**src/rtl/bellek_hakemi_pkg.sv**
```systemverilog
// Shared encodings and default widths for the shared memory-port arbiter.
package bellek_hakemi_pkg;

    localparam int ADRES_W_VARSAYILAN     = 32;
    localparam int VERI_W_VARSAYILAN      = 32;
    localparam int MAX_ARDISIK_VARSAYILAN = 4;
    localparam int SAYAC_W                = 4;

    localparam logic [1:0] BOSTA = 2'd0;
    localparam logic [1:0] ISTEK = 2'd1;
    localparam logic [1:0] BEKLE = 2'd2;

    localparam logic SAHIP_GETIR = 1'b0;
    localparam logic SAHIP_VB    = 1'b1;

    typedef struct packed {
        logic getir;
        logic vb;
    } izin_t;

endpackage

```
**src/rtl/bellek_hakemi_oncelik.sv**
```systemverilog
// Two-way priority arbiter: load/store is favoured, but fetch wins after
// MAX_ARDISIK consecutive load/store grants taken while it was waiting.
module bellek_hakemi_oncelik
    import bellek_hakemi_pkg::*;
#(
    parameter int MAX_ARDISIK = MAX_ARDISIK_VARSAYILAN
) (
    input  logic  clk_i,
    input  logic  rst_ni,
    input  logic  getir_istek,
    input  logic  getir_iptal,
    input  logic  vb_istek,
    input  logic  izin_acik,
    output izin_t izin
);

    localparam logic [SAYAC_W-1:0] MAX_L = SAYAC_W'(MAX_ARDISIK);

    logic [SAYAC_W-1:0] sayac;
    logic               getir_aday;
    logic               aclik;

    assign getir_aday = getir_istek && !getir_iptal;
    assign aclik      = (sayac == MAX_L);

    always_comb begin
        // NOTE: default every output first so no path through the block infers a latch.
        izin = '0;
        if (izin_acik) begin
            if (getir_aday && (!vb_istek || aclik)) begin
                izin.getir = 1'b1;
            end else if (vb_istek) begin
                izin.vb = 1'b1;
            end
        end
    end

    // Saturates at MAX_L so a flushed fetch cannot push the counter past the compare.
    always_ff @(posedge clk_i or negedge rst_ni) begin
        // NOTE: non-blocking assignments keep every flop sampling pre-edge values.
        if (!rst_ni) begin
            sayac <= '0;
        end else if (izin_acik) begin
            if (izin.getir || !getir_istek) begin
                sayac <= '0;
            end else if (izin.vb && !aclik) begin
                sayac <= sayac + 1'b1;
            end
        end
    end

endmodule

```
**src/rtl/bellek_hakemi.sv**
```systemverilog
// Shares one memory port between fetch and load/store with a single
// outstanding request/accept/response transaction and fetch flush support.
module bellek_hakemi
    import bellek_hakemi_pkg::*;
#(
    parameter int ADRES_W     = ADRES_W_VARSAYILAN,
    parameter int VERI_W      = VERI_W_VARSAYILAN,
    parameter int MAX_ARDISIK = MAX_ARDISIK_VARSAYILAN
) (
    input  logic               clk_i,
    input  logic               rst_ni,
    input  logic               getir_istek_i,
    input  logic [ADRES_W-1:0] getir_ps_i,
    input  logic               getir_iptal_i,
    output logic               getir_gecerli_o,
    output logic [VERI_W-1:0]  getir_deger_o,
    input  logic               vb_istek_i,
    input  logic [ADRES_W-1:0] vb_adres_i,
    input  logic               vb_yaz_i,
    input  logic [VERI_W-1:0]  vb_veri_i,
    input  logic [3:0]         vb_maske_i,
    output logic               vb_gecerli_o,
    output logic [VERI_W-1:0]  vb_veri_o,
    output logic               mem_istek_o,
    output logic [ADRES_W-1:0] mem_adres_o,
    output logic               mem_yaz_o,
    output logic [VERI_W-1:0]  mem_veri_o,
    output logic [3:0]         mem_maske_o,
    input  logic               mem_kabul_i,
    input  logic               mem_gecerli_i,
    input  logic [VERI_W-1:0]  mem_veri_i,
    output logic               hata_o
);

    logic [1:0] durum;
    logic       sahip;
    logic       iptal_bit;
    logic       yanit;
    izin_t      izin;

    bellek_hakemi_oncelik #(
        .MAX_ARDISIK (MAX_ARDISIK)
    ) u_oncelik (
        .clk_i       (clk_i),
        .rst_ni      (rst_ni),
        .getir_istek (getir_istek_i),
        .getir_iptal (getir_iptal_i),
        .vb_istek    (vb_istek_i),
        .izin_acik   (durum == BOSTA),
        .izin        (izin)
    );

    always_ff @(posedge clk_i or negedge rst_ni) begin
        if (!rst_ni) begin
            durum       <= BOSTA;
            sahip       <= SAHIP_GETIR;
            iptal_bit   <= 1'b0;
            hata_o      <= 1'b0;
            mem_istek_o <= 1'b0;
            mem_adres_o <= '0;
            mem_yaz_o   <= 1'b0;
            mem_veri_o  <= '0;
            mem_maske_o <= 4'b0000;
        end else begin
            if (mem_gecerli_i && (durum != BEKLE)) begin
                hata_o <= 1'b1;
            end
            case (durum)
                BOSTA: begin
                    if (izin.getir) begin
                        durum       <= ISTEK;
                        sahip       <= SAHIP_GETIR;
                        mem_istek_o <= 1'b1;
                        mem_adres_o <= getir_ps_i;
                        mem_yaz_o   <= 1'b0;
                        mem_veri_o  <= '0;
                        mem_maske_o <= 4'b0000;
                    end else if (izin.vb) begin
                        durum       <= ISTEK;
                        sahip       <= SAHIP_VB;
                        mem_istek_o <= 1'b1;
                        mem_adres_o <= vb_adres_i;
                        mem_yaz_o   <= vb_yaz_i;
                        mem_veri_o  <= vb_yaz_i ? vb_veri_i : '0;
                        mem_maske_o <= vb_yaz_i ? vb_maske_i : 4'b0000;
                    end
                end
                ISTEK: begin
                    // An accept in the same cycle as a flush still commits the transaction.
                    if (mem_kabul_i) begin
                        durum       <= BEKLE;
                        mem_istek_o <= 1'b0;
                        if (sahip == SAHIP_GETIR && getir_iptal_i) begin
                            iptal_bit <= 1'b1;
                        end
                    end else if (sahip == SAHIP_GETIR && getir_iptal_i) begin
                        durum       <= BOSTA;
                        mem_istek_o <= 1'b0;
                    end
                end
                BEKLE: begin
                    if (mem_gecerli_i) begin
                        durum     <= BOSTA;
                        iptal_bit <= 1'b0;
                    end else if (sahip == SAHIP_GETIR && getir_iptal_i) begin
                        iptal_bit <= 1'b1;
                    end
                end
                default: begin
                    durum       <= BOSTA;
                    mem_istek_o <= 1'b0;
                end
            endcase
        end
    end

    assign yanit           = (durum == BEKLE) && mem_gecerli_i;
    assign getir_gecerli_o = yanit && (sahip == SAHIP_GETIR) && !iptal_bit;
    assign vb_gecerli_o    = yanit && (sahip == SAHIP_VB);
    assign getir_deger_o   = mem_veri_i;
    assign vb_veri_o       = mem_veri_i;

endmodule

```
**config.mk**
```make
export PLATFORM = sky130hd
export DESIGN_NAME = bellek_hakemi
export DESIGN_NICKNAME = d
export VERILOG_FILES = /design/src/rtl/bellek_hakemi_pkg.sv /design/src/rtl/bellek_hakemi_oncelik.sv /design/src/rtl/bellek_hakemi.sv
export SDC_FILE = /design/constraint.sdc
export NUM_CORES = 1
export LEC_CHECK = 0
export BUFFER_PORTS_ARGS = -buffer_cell sky130_fd_sc_hd__buf_4
export CORE_AREA = 2 2 106 108
export CTS_CLUSTER_SIZE = 16
export DETAILED_ROUTE_END_ITERATION = 7
export DIE_AREA = 0 0 108 110
export GPL_TIMING_DRIVEN = 0
export MAX_ROUTING_LAYER = met4
export PLACE_DENSITY = 0.74
export REMOVE_ABC_BUFFERS = 1
export SYNTH_ARGS = -nofsm -noshare
export SYNTH_HDL_FRONTEND = slang
export SYNTH_HIERARCHICAL = 1
export SYNTH_SLANG_ARGS = --single-unit
export TNS_END_PERCENT = 5
```
**constraint.sdc**
```tcl
create_clock -name clk_i -period 4.56 [get_ports clk_i]
set_input_delay 1.368 -clock clk_i [delete_from_list [all_inputs] [get_ports clk_i]]
set_output_delay 1.368 -clock clk_i [all_outputs]
set_load 0.01 [all_outputs]
```
==> impl_results.md <==
* Tcrit/Tclk final at a little under three quarters
* Most common cell in the netlist: dfrtp_1
* Crit Path Max Fanout at 4
* Worst Tran Pin Value at between 900 and 1000 ps
* Final net count at 572
* M1 WL at 4.19 mm
* Design area at 0.00524 mm2
* Slowest CP cell: nor3_1
* Critical Path Most Common Cell: buf_4
* Area share of the largest cell type after synthesis at 49.5%
* Critical Path Max Stage Delay at around 160 ps
* Min Tclk post-route at 3240 ps
* Worst path required time at about 3200 ps
* Yosys top cell by area: dfrtp_1
* Cell count after synthesis at around 320
* Routed wire length at ~11 mm
* Vias/cell at 4.99
* #FFs+latches synth at 79
* Status: complete, no violations
* P per Cell Area at 627 mW/mm2
* Sum of negative setup slack at 0 ps
* Synth top cells by count: 79 x dfrtp_1, 67 x buf_4, 58 x mux2_2
* Hpwl dp at around 8 mm
* CP startpoint kind: input pin
* Worst Min Path Start: hata_o
* Reg2reg path depth at 8
* Final Util at 49.0%
* Hold depth at 1
* Highest clock rate at 309 MHz
* Clock Skew at 12.6 ps
* CP cell instances: buf_4, nand3_1, nor3_1, buf_4
* Top cells by area, synth: dfrtp_1 49%, mux2_2 16%, buf_4 13%
* Fin. max-slew vios at 0
* Lkg Pwr at approximately 0.0026 uW
* VDD IR max at approximately 0.32 mV
* TritonCTS sink count at around 80
* Via count at 2,871
* Worst-Skew Late Latency at 350 ps
* Crit path kind: input pin to output pin
* IO Count at 277
* EDFF count, synth at 0
* CTS Hold Bufs at 0
* Full die area at about 0.012 mm2
* Max transition margin at 36.3%
* Diode count at 0
* Async set or reset register ratio after synthesis at 100%
* Initial antenna violation count at 0
* Area grow syn2layout at 31.1%
* # resized after CTS at 0
* Vias in the first global route at 2,760
* DRT Pass-1 Iters at 4
* Detail Route Antenna Nets at 0
* Num rows at 38
* Setup Fix Bufs, Post-CTS at 0
* Clock tree buffer depth at 2
* Die height at approximately 110 um
* MaxCap Viol Count at 0
* Worst r2r src: u_oncelik/sayac[1]
* CTS Root Cell: clkbuf_8
* CTS Buf Count at 9
* GRT overflow at 0
* # setup viols final at 0
* Synth cell types at 40
* Width of the die at 108 um
* Worst hold endpoint: hata_o
* # DRC at 0
* Hold crit path type: flop to flop
* CP endpoint kind: output pin
* Port buffer count at 180
* Initial DRC count at 93
* Total track usage at 18.1%
* Starting Density at 37.4%
* Met3 wire len at 1.92 mm
* Register area share after synthesis at 49.5%
* DR WL met2 at between 4 and 5 mm
* Avg Inst Size Synth at 12.6 um2
* Post-DP Area at 0.00497 mm2
* Hold Violations, Final at 0
* R2r setup slk at 1770 ps
* First-pass GRT wire length at 15.5 mm
* Worst EP arrival at 1870 ps
* Largest net degree at the start of global routing at 80
* Primary FF master, synth: dfrtp_1
* Placer Congestion at ~0.8
* RSZ-0062 raised after global routing: no
* Average wire per standard cell at about 19 um
* Cell area after synthesis at 0.00400 mm2
* Max Used Layer: met4
* Core area at 0.0107 mm2
* Share of cells above drive strength 1 at 60.2%
* H-Tree Depth at 3
* R2r endpoint: mem_veri_o[26]
* Clock transition at the registers of the reported paths at approximately 90 ps
* CTS tree: done
* Warnings from Yosys at 6
==> logic make-up (layout without fill, tap and decap cells) <==
group,after synthesis,after routing,share of synthesized area [%]
AO/OA/AOI/OAI,58,58,12.0
adder cells (fa/ha/maj),2,2,0.626
buffers and inverters,90,207,15.7
flip-flops,79,79,49.5
multiplexers,65,65,18.3
AND/OR/NAND/NOR,24,24,3.91
==> final cells by class <==
cell class / instances / area (um2)
clock inverter: 7 / 120
clock buffer: 9 / 124
inverter: 8 / 30.0
multi-input combinational: 149 / 1400
fill: 957 / 5460
sequential: 79 / 1980
tap: 140 / 175
timing repair buffer: 183 / 1420
==> how the worst max path moves through the flow <==
| stage | startpoint | endpoint |
|---|---|---|
| finish | mem_gecerli_i | getir_gecerli_o |
| global route | mem_gecerli_i | getir_gecerli_o |
| CTS | getir_iptal_i | mem_veri_o[26] |
| detailed placement | vb_istek_i | mem_veri_o[25] |
| global placement | vb_istek_i | mem_adres_o[6] |
| floorplan | vb_istek_i | mem_adres_o[10] |
==> where the power goes <==
part / internal [uW] / switching [uW] / total, uW
combinational: 824 / 602 / 1430
sequential: 1030 / 207 / 1240
clock: 365 / 258 / 623
==> stage by stage <==
step / cells / setup slack, ps / power (uW) / hold slack, ps
2_1_floorplan: 236 / 223 / 1940 / 493
3_3_place_gp: 556 / -780 / 2610 / 441
3_5_place_dp: 558 / 812 / 2690 / 451
4_1_cts: 574 / 1190 / 3320 / 471
5_1_grt: 575 / 1230 / 3490 / 486
6_report: 575 / 1320 / 3290 / 468
==> worst max-delay path: cells and delay by family <==
kind | cells | cell delay (ps)
and+or+nand+nor | 2 | 250
buffers and inverters | 2 | 250
==> sequential cells by signal, summed over array words and instances (netlist names) <==
| name | count |
|---|---|
| u_oncelik/sayac | 4 |
| mem_veri_o | 32 |
| hata_o | 1 |
| mem_maske_o | 4 |
| sahip | 1 |
| mem_adres_o | 32 |
| durum | 2 |
| mem_yaz_o | 1 |
| mem_istek_o | 1 |
| iptal_bit | 1 |
==> cells in the final DEF (no fill, tap or decap), drive strengths merged, types with 3 or more instances in the layout <==
cell type	n
buf	182
dfrtp	79
mux2	64
a22o	35
clkbuf	10
inv	9
o21ai	5
nand2	4
nand3	3
a21o	3
a21oi	3
bufinv	3
nand3b	3
nor2	3
==> layer usage <==
layer  vias to the layer above  GRT usage, %
met4                         0          6.32
met3                         9          12.7
met5                         -             -
met1                      1336          20.8
li1                       1305             -
met2                       221          24.7
Power figures use the tool's default switching activity.
